===== src/rtl/elevator_pkg.sv =====
// Shared constants and encodings for the elevator scheduler.
// Imported by the scheduler top and its call look-ahead helper.
package elevator_pkg;

    localparam int NFLOORS = 8;
    localparam int FLOOR_W = 3;
    localparam int CNT_W   = 3;

    typedef enum logic [1:0] {
        S_IDLE   = 2'd0,
        S_MOVING = 2'd1,
        S_DOOR   = 2'd2
    } state_e;

    localparam logic DIR_UP   = 1'b1;
    localparam logic DIR_DOWN = 1'b0;

    localparam int ST_UP     = 3;
    localparam int ST_DOWN   = 2;
    localparam int ST_OPEN   = 1;
    localparam int ST_CLOSED = 0;

endpackage


===== src/rtl/elevator_scheduler_call_lookahead.sv =====
// Summarises the pending calls relative to one floor and one travel direction.
// Purely combinational; the scheduler uses one copy for the current floor and one for the next.
module call_lookahead
    import elevator_pkg::*;
(
    input  logic [NFLOORS-1:0] up_pend,
    input  logic [NFLOORS-1:0] down_pend,
    input  logic [NFLOORS-1:0] car_pend,
    input  logic [FLOOR_W-1:0] floor,
    input  logic               dir,
    output logic               above,
    output logic               below,
    output logic               here_any,
    output logic               here_dir,
    output logic               beyond_in_dir
);

    logic [NFLOORS-1:0] any_pend;

    always_comb begin
        any_pend = up_pend | down_pend | car_pend;
        above    = 1'b0;
        below    = 1'b0;
        for (int i = 0; i < NFLOORS; i++) begin
            if (i > int'(floor)) above = above | any_pend[i];
            if (i < int'(floor)) below = below | any_pend[i];
        end
        here_any      = any_pend[floor];
        here_dir      = (dir == DIR_UP) ? up_pend[floor] : down_pend[floor];
        beyond_in_dir = (dir == DIR_UP) ? above : below;
    end

endmodule


===== src/rtl/elevator_scheduler.sv =====
// SCAN elevator sequencer: latches calls, picks direction, steps floors on ticks, times the door.
// Every output comes straight from a flop.
module elevator_scheduler
    import elevator_pkg::*;
#(
    parameter int TRAVEL_TICKS = 2,
    parameter int DOOR_TICKS   = 3
) (
    input  logic               clk,
    input  logic               rst,
    input  logic               tick,
    input  logic [NFLOORS-1:0] up_req,
    input  logic [NFLOORS-1:0] down_req,
    input  logic [NFLOORS-1:0] car_req,
    input  logic               door_open_btn,
    input  logic               door_close_btn,
    output logic [FLOOR_W-1:0] floor,
    output logic [CNT_W-1:0]   countdown,
    output logic [3:0]         status,
    output logic [NFLOORS-1:0] up_pending,
    output logic [NFLOORS-1:0] down_pending,
    output logic [NFLOORS-1:0] car_pending,
    output logic               nextup,
    output logic               nextdown
);

    localparam logic [CNT_W-1:0] TRAVEL_LOAD = CNT_W'(TRAVEL_TICKS);
    localparam logic [CNT_W-1:0] DOOR_LOAD   = CNT_W'(DOOR_TICKS);

    state_e             state_q, state_d;
    logic               dir_q, dir_d;
    logic [FLOOR_W-1:0] floor_q, floor_d;
    logic [CNT_W-1:0]   cnt_q, cnt_d;
    logic [NFLOORS-1:0] up_q, up_d, down_q, down_d, car_q, car_d;
    logic [3:0]         status_q, status_d;
    logic               nextup_q, nextup_d, nextdown_q, nextdown_d;

    logic               cur_above, cur_below, cur_any, cur_dir_hit, cur_beyond;
    logic               nxt_above, nxt_below, nxt_any, nxt_dir_hit, nxt_beyond;
    logic [FLOOR_W-1:0] nxt_floor;

    logic [NFLOORS-1:0] clr_up, clr_down, clr_car;
    logic               enter_door, ent_keep, reload;
    logic [FLOOR_W-1:0] ent_floor;
    logic               req_in_dir, req_opp, opp_pend;

    assign nxt_floor = (dir_q == DIR_UP)
                     ? ((floor_q == FLOOR_W'(NFLOORS - 1)) ? floor_q : floor_q + 1'b1)
                     : ((floor_q == '0) ? floor_q : floor_q - 1'b1);

    call_lookahead u_cur (
        .up_pend(up_q), .down_pend(down_q), .car_pend(car_q),
        .floor(floor_q), .dir(dir_q),
        .above(cur_above), .below(cur_below), .here_any(cur_any),
        .here_dir(cur_dir_hit), .beyond_in_dir(cur_beyond)
    );

    call_lookahead u_nxt (
        .up_pend(up_q), .down_pend(down_q), .car_pend(car_q),
        .floor(nxt_floor), .dir(dir_q),
        .above(nxt_above), .below(nxt_below), .here_any(nxt_any),
        .here_dir(nxt_dir_hit), .beyond_in_dir(nxt_beyond)
    );

    // NOTE: state flops use non-blocking assignments so every flop samples pre-edge values.
    always_ff @(posedge clk or posedge rst) begin
        if (rst) begin
            state_q    <= S_IDLE;
            dir_q      <= DIR_UP;
            floor_q    <= '0;
            cnt_q      <= '0;
            up_q       <= '0;
            down_q     <= '0;
            car_q      <= '0;
            status_q   <= 4'b0001;
            nextup_q   <= 1'b0;
            nextdown_q <= 1'b0;
        end else begin
            state_q    <= state_d;
            dir_q      <= dir_d;
            floor_q    <= floor_d;
            cnt_q      <= cnt_d;
            up_q       <= up_d;
            down_q     <= down_d;
            car_q      <= car_d;
            status_q   <= status_d;
            nextup_q   <= nextup_d;
            nextdown_q <= nextdown_d;
        end
    end

    always_comb begin
        // NOTE: every variable gets a default here so no path can infer a latch.
        state_d    = state_q;
        dir_d      = dir_q;
        floor_d    = floor_q;
        cnt_d      = cnt_q;
        clr_up     = '0;
        clr_down   = '0;
        clr_car    = '0;
        enter_door = 1'b0;
        ent_keep   = 1'b0;
        ent_floor  = floor_q;
        reload     = 1'b0;
        req_in_dir = (dir_q == DIR_UP) ? up_req[floor_q]   : down_req[floor_q];
        req_opp    = (dir_q == DIR_UP) ? down_req[floor_q] : up_req[floor_q];
        opp_pend   = (dir_q == DIR_UP) ? down_q[floor_q]   : up_q[floor_q];

        case (state_q)
            S_IDLE: begin
                if (cur_any) begin
                    enter_door = 1'b1;
                    ent_keep   = cur_dir_hit | cur_beyond;
                end else if (cur_above && (dir_q == DIR_UP || !cur_below)) begin
                    state_d = S_MOVING;
                    dir_d   = DIR_UP;
                    cnt_d   = TRAVEL_LOAD;
                end else if (cur_below) begin
                    state_d = S_MOVING;
                    dir_d   = DIR_DOWN;
                    cnt_d   = TRAVEL_LOAD;
                end
            end
            S_MOVING: begin
                if (tick) begin
                    if (cnt_q == CNT_W'(1)) begin
                        floor_d = nxt_floor;
                        if (car_q[nxt_floor] | nxt_dir_hit | (nxt_any & ~nxt_beyond)) begin
                            enter_door = 1'b1;
                            ent_floor  = nxt_floor;
                            ent_keep   = nxt_dir_hit | nxt_beyond;
                        end else if (!nxt_beyond) begin
                            state_d = S_IDLE;
                            cnt_d   = '0;
                        end else begin
                            cnt_d = TRAVEL_LOAD;
                        end
                    end else begin
                        cnt_d = cnt_q - 1'b1;
                    end
                end
            end
            S_DOOR: begin
                if (cnt_q == '0) begin
                    state_d = S_IDLE;
                end else begin
                    // Calls answered by the open door are swallowed and restart the dwell.
                    clr_car[floor_q] = 1'b1;
                    if (cur_dir_hit | req_in_dir | cur_beyond) begin
                        if (dir_q == DIR_UP) clr_up[floor_q] = 1'b1;
                        else                 clr_down[floor_q] = 1'b1;
                    end else if (opp_pend | req_opp) begin
                        if (dir_q == DIR_UP) clr_down[floor_q] = 1'b1;
                        else                 clr_up[floor_q] = 1'b1;
                        dir_d = ~dir_q;
                    end
                    reload = car_req[floor_q] | (clr_up[floor_q] & up_req[floor_q])
                           | (clr_down[floor_q] & down_req[floor_q]);
                    if (door_close_btn)              cnt_d = '0;
                    else if (door_open_btn || reload) cnt_d = DOOR_LOAD;
                    else if (tick)                   cnt_d = cnt_q - 1'b1;
                end
            end
            default: state_d = S_IDLE;
        endcase

        if (enter_door) begin
            state_d            = S_DOOR;
            cnt_d              = DOOR_LOAD;
            clr_car[ent_floor] = 1'b1;
            // Keep direction if there is work in it, otherwise serve the opposite hall call.
            if ((dir_q == DIR_UP) == ent_keep) clr_up[ent_floor] = 1'b1;
            else                               clr_down[ent_floor] = 1'b1;
            if (!ent_keep) dir_d = ~dir_q;
        end

        up_d   = (up_q | up_req) & ~clr_up;
        down_d = (down_q | down_req) & ~clr_down;
        car_d  = (car_q | car_req) & ~clr_car;
    end

    always_comb begin
        status_d = '0;
        case (state_d)
            S_MOVING: status_d[(dir_d == DIR_UP) ? ST_UP : ST_DOWN] = 1'b1;
            S_DOOR:   status_d[ST_OPEN] = 1'b1;
            default:  status_d[ST_CLOSED] = 1'b1;
        endcase
        nextup_d   = (state_d == S_DOOR) && (dir_d == DIR_UP);
        nextdown_d = (state_d == S_DOOR) && (dir_d == DIR_DOWN);
    end

    assign floor        = floor_q;
    assign countdown    = cnt_q;
    assign status       = status_q;
    assign up_pending   = up_q;
    assign down_pending = down_q;
    assign car_pending  = car_q;
    assign nextup       = nextup_q;
    assign nextdown     = nextdown_q;

endmodule


===== config.mk =====
export PLATFORM = sky130hd
export DESIGN_NAME = elevator_scheduler
export DESIGN_NICKNAME = d
export VERILOG_FILES = /design/src/rtl/elevator_pkg.sv /design/src/rtl/elevator_scheduler_call_lookahead.sv /design/src/rtl/elevator_scheduler.sv
export SDC_FILE = /design/constraint.sdc
export NUM_CORES = 1
export LEC_CHECK = 0
export BUFFER_PORTS_ARGS = -buffer_cell sky130_fd_sc_hd__buf_2
export CAP_MARGIN = 20
export CORE_AREA = 4 4 128 94
export CTS_CLUSTER_DIAMETER = 30
export DETAILED_ROUTE_END_ITERATION = 12
export DIE_AREA = 0 0 132 98
export GPL_TIMING_DRIVEN = 0
export PLACE_DENSITY = 0.54
export REMOVE_ABC_BUFFERS = 1
export SLEW_MARGIN = 15
export SYNTH_ARGS = -nofsm -noshare
export SYNTH_HDL_FRONTEND = slang
export SYNTH_SLANG_ARGS = --single-unit

===== constraint.sdc =====
create_clock -name clk -period 4.9 [get_ports clk]
set_clock_uncertainty 0.15 [all_clocks]
set_input_delay 0 -clock clk [delete_from_list [all_inputs] [get_ports clk]]
set_output_delay 0 -clock clk [all_outputs]
set_load 0.01 [all_outputs]

==> reports/summary.log <==
[sta] Final Hold Viols 0
[sta] Setup Viol. Count Final 0
[yosys] share of flip-flops with an asynchronous set or reset after synthesis 100%
[yosys] top post-synthesis cells by area sky130_fd_sc_hd__dfrtp_1 25%, sky130_fd_sc_hd__mux2i_1 6.2%, sky130_fd_sc_hd__nor2_1 6.0%, sky130_fd_sc_hd__a221oi_1 5.4%, sky130_fd_sc_hd__ha_1 4.7%
[sta] total count of max-transition violations in the final report 0
[global_route] via count of the first global-routing pass 3,893
[yosys] share of the synthesized area in the top cell type 25.0%
[layout] share of the core filled with cells 42.8%
[critical_path] critical path arrival 4.56 ns
[cts] Inserted Clock Buffers 5
[global_route] maximum number of pins on one net before global-route repair 44
[route] Vias/cell 6.21
[yosys] synthesized area 3700 um^2
[floorplanning] x dimension of the die 132 um
[cts] TritonCTS clock tree yes
[route] TritonRoute pass-1 iters 5
[global_route] GRT Total Usage 21.9%
[route] number of remaining DRC errors 0
[floorplanning] starting utilization of the core area 34.4%
[critical_path] Critical Path Sink Type register
[power] maximum ir drop on the vdd rail 193 uV
[sta] final clock period utilization by the worst path 93.7%
[yosys] mean instance size in the synthesized netlist 8.49 um^2
[outcome] status completed
[sta] slew of the pin with the lowest slew margin 0.971 ns
[sta] Tmin final 4.59 ns
[route] post-DR wirelength/cell 22.3 um
[global_route] global-route wire length before repair 22.6 mm
[route] via count 4,059
[critical_path] required time at the worst-slack endpoint 4.87 ns
[yosys] number of enable flip-flop cells after synthesis 0
[placement] sum of net half-perimeters after detailed placement 10.4 mm
[floorplanning] overall die height 98 um
[run] maxcap violations 0
[floorplanning] Die Area 12,900 um^2
[sta] relative slew slack 35.3%
[yosys] count of state elements after synthesis 39
[placement] Cell Area, Placed 4080 um^2
[floorplanning] Placeable Area 10,800 um^2
[route] remaining number of nets flagged by the antenna check after routing 0
[power] power per cell area 514 nW/um^2
[layout] most common cell after layout, fill and taps aside sky130_fd_sc_hd__buf_2
[yosys] share of synthesized area occupied by flip-flops and latches 26.4%
[cts] maximum level of the CTS H-tree 2
[critical_path] register-to-register path setup slack 0.31 ns
[critical_path] critical path type reg2reg
[sta] unrepaired setup endpoints after global routing false
[global_route] Remaining Overflow, GRT 0
[layout] Finished Layout Cells 654
[critical_path] type of origin of the critical path register
[layout] ant diodes 0
[route] final wirelength 14.6 mm
[yosys] Synth cell types 73
[critical_path] largest fanout of any net on the critical path 15
[sta] Hold Slack 0.0368 ns
[sta] timing-limited maximum frequency 218 MHz
[placement] placed instance count 616
[power] leakage power 1.77 nW
[cts] cell chosen for the clock root sky130_fd_sc_hd__clkbuf_16
[global_route] initial antenna violation count 0
[floorplanning] total number of placement rows 32
[layout] net count of the finished layout 560
[yosys] most used flip-flop cell after synthesis sky130_fd_sc_hd__dfrtp_1
[cts] CTS clk-pin slew, worst paths 0.06 ns
[cts] Clock Tree Buf Depth 2
[cts] Clock Sink Count 39
[layout] share of layout cells above drive strength 1 24.1%
[worst_hold_path] Min-Delay Path Class in2reg
[cts] worst skew pair latency 0.30 ns
[yosys] post-synthesis cell count 436
[layout] most frequent cells in the layout 64 x sky130_fd_sc_hd__buf_2, 59 x sky130_fd_sc_hd__nor2_1, 34 x sky130_fd_sc_hd__dfrtp_1, 30 x sky130_fd_sc_hd__nand2_1, 25 x sky130_fd_sc_hd__dlygate4sd3_1
[floorplanning] Boundary Pins 65
[route] Initial DRC Count 466
[layout] Area Growth Syn to Fin 24.6%
[yosys] library cell occupying the most area in the post-synthesis netlist sky130_fd_sc_hd__dfrtp_1
[placement] number of port buffers 64
[layout] Finished Cell Area 4610 um^2
[yosys] Synth Warn # 0
[placement] global placer's final weighted congestion 0.966
==> cells by family after synthesis <==
kind of cell               share of synthesized area [%]
adders and majority gates                           4.73
buffers and inverters                               6.05
AOI/OAI and AO/OA                                   26.8
and+or+nand+nor                                     23.7
muxes                                               12.1
DFF                                                 26.4
xor gates and xnor gates                           0.237
==> metrics by stage <==
| stage | setup WS [ns] | TNS (ns) | power, mW |
|---|---|---|---|
| final | 0.311 | 0 | 2.37 |
| after global routing | 0.0529 | 0 | 2.53 |
| after CTS | 0.0158 | 0 | 2.28 |
| after detailed placement | -1.35 | -33.49 | 1.87 |
| after global placement | -2.72 | -80.42 | 1.86 |
| after floorplan | -0.418 | -8.96 | 1.42 |
==> metal layers <==
| metal | wire length (um) | up-vias | global-route usage (%) |
|---|---|---|---|
| met2 | 6170 | 241 | 31.2 |
| met4 | 215 | 0 | 5.73 |
| met3 | 1340 | 22 | 4.22 |
| li1 | - | 1833 | - |
| met1 | 6880 | 1963 | 33.6 |
| met5 | 0 | - | 0 |
==> area by class of cell <==
cell class	instances	area (um^2)
repair buffers	97	698
clock inverters	2	13.8
multi-input cells	359	2550
fillers	1083	6160
inverters	15	60.1
clock buffers	6	129
flip-flops and latches	39	987
well taps	136	170
==> synth_stat cells (5+ instances only) <==
library cell and number:
sky130_fd_sc_hd__a211oi_1 11, sky130_fd_sc_hd__a21oi_1 17, sky130_fd_sc_hd__a221oi_1 23, sky130_fd_sc_hd__and3_1 9
sky130_fd_sc_hd__buf_2 5, sky130_fd_sc_hd__buf_4 5, sky130_fd_sc_hd__buf_6 7, sky130_fd_sc_hd__dfrtp_1 37
sky130_fd_sc_hd__ha_1 14, sky130_fd_sc_hd__inv_1 14, sky130_fd_sc_hd__mux2_2 6, sky130_fd_sc_hd__mux2i_1 23
sky130_fd_sc_hd__mux4_2 5, sky130_fd_sc_hd__nand2_1 30, sky130_fd_sc_hd__nand2b_1 8, sky130_fd_sc_hd__nand3_1 14
sky130_fd_sc_hd__nand3b_1 5, sky130_fd_sc_hd__nor2_1 59, sky130_fd_sc_hd__nor3_1 16, sky130_fd_sc_hd__o211ai_1 7
sky130_fd_sc_hd__o21ai_0 17, sky130_fd_sc_hd__o22ai_1 6, sky130_fd_sc_hd__or3_1 10
==> registers in the layout, summed over array words and instances, names as in the netlist <==
register,cells
car_pending,8
countdown,3
dir_q,1
down_pending,8
floor,3
nextdown,1
nextup,1
state_q,2
status,4
up_pending,8
==> where the power goes <==
group	leakage, nW	switching [mW]	internal (mW)	total [mW]
Sequential	0.402	0.132	0.408	0.540
Combinational	1.30	0.925	0.575	1.50
Clock	0.0708	0.143	0.189	0.332
Total	1.77	1.20	1.17	2.37
==> worst max-delay path: stages, from the launching register on <==
cell                         delay (ns)
sky130_fd_sc_hd__dfrtp_4           0.55
sky130_fd_sc_hd__clkinvlp_4        0.27
sky130_fd_sc_hd__ha_2              0.32
sky130_fd_sc_hd__or4b_1            0.55
sky130_fd_sc_hd__and3_1            0.42
sky130_fd_sc_hd__nor2_1            0.32
sky130_fd_sc_hd__a32oi_1           0.17
sky130_fd_sc_hd__and4_1            0.34
sky130_fd_sc_hd__o31ai_4           0.40
sky130_fd_sc_hd__mux2_2            0.42
sky130_fd_sc_hd__mux2i_2           0.18
sky130_fd_sc_hd__buf_6             0.20
sky130_fd_sc_hd__a221oi_1          0.10
==> what timing repair did <==
action / CTS / global route
hold buffers: 25 / 0
cloned: 0 / 0
gates resized for setup: 10 / 4
pin swaps: 1 / 0
setup buffers: 2 / 3
endpoints found under the setup margin: 36 / 30
endpoints found under the hold margin: 63 / 0
==> path summary, 6_finish.rpt <==
| kind | from | endpoint | depth (start not counted) |
|---|---|---|---|
| setup reg to reg | floor[1] | car_pending[4] | 12 |
| hold / removal | door_close_btn | countdown[2] | 6 |
| max in group asynchronous | rst | car_pending[0] | 4 |
| hold reg to reg | countdown[1] | countdown[1] | 1 |
| setup / recovery | floor[1] | car_pending[4] | 12 |
| min in group asynchronous | rst | status[2] | 3 |
No activity file was read; power rests on OpenSTA's default activity.
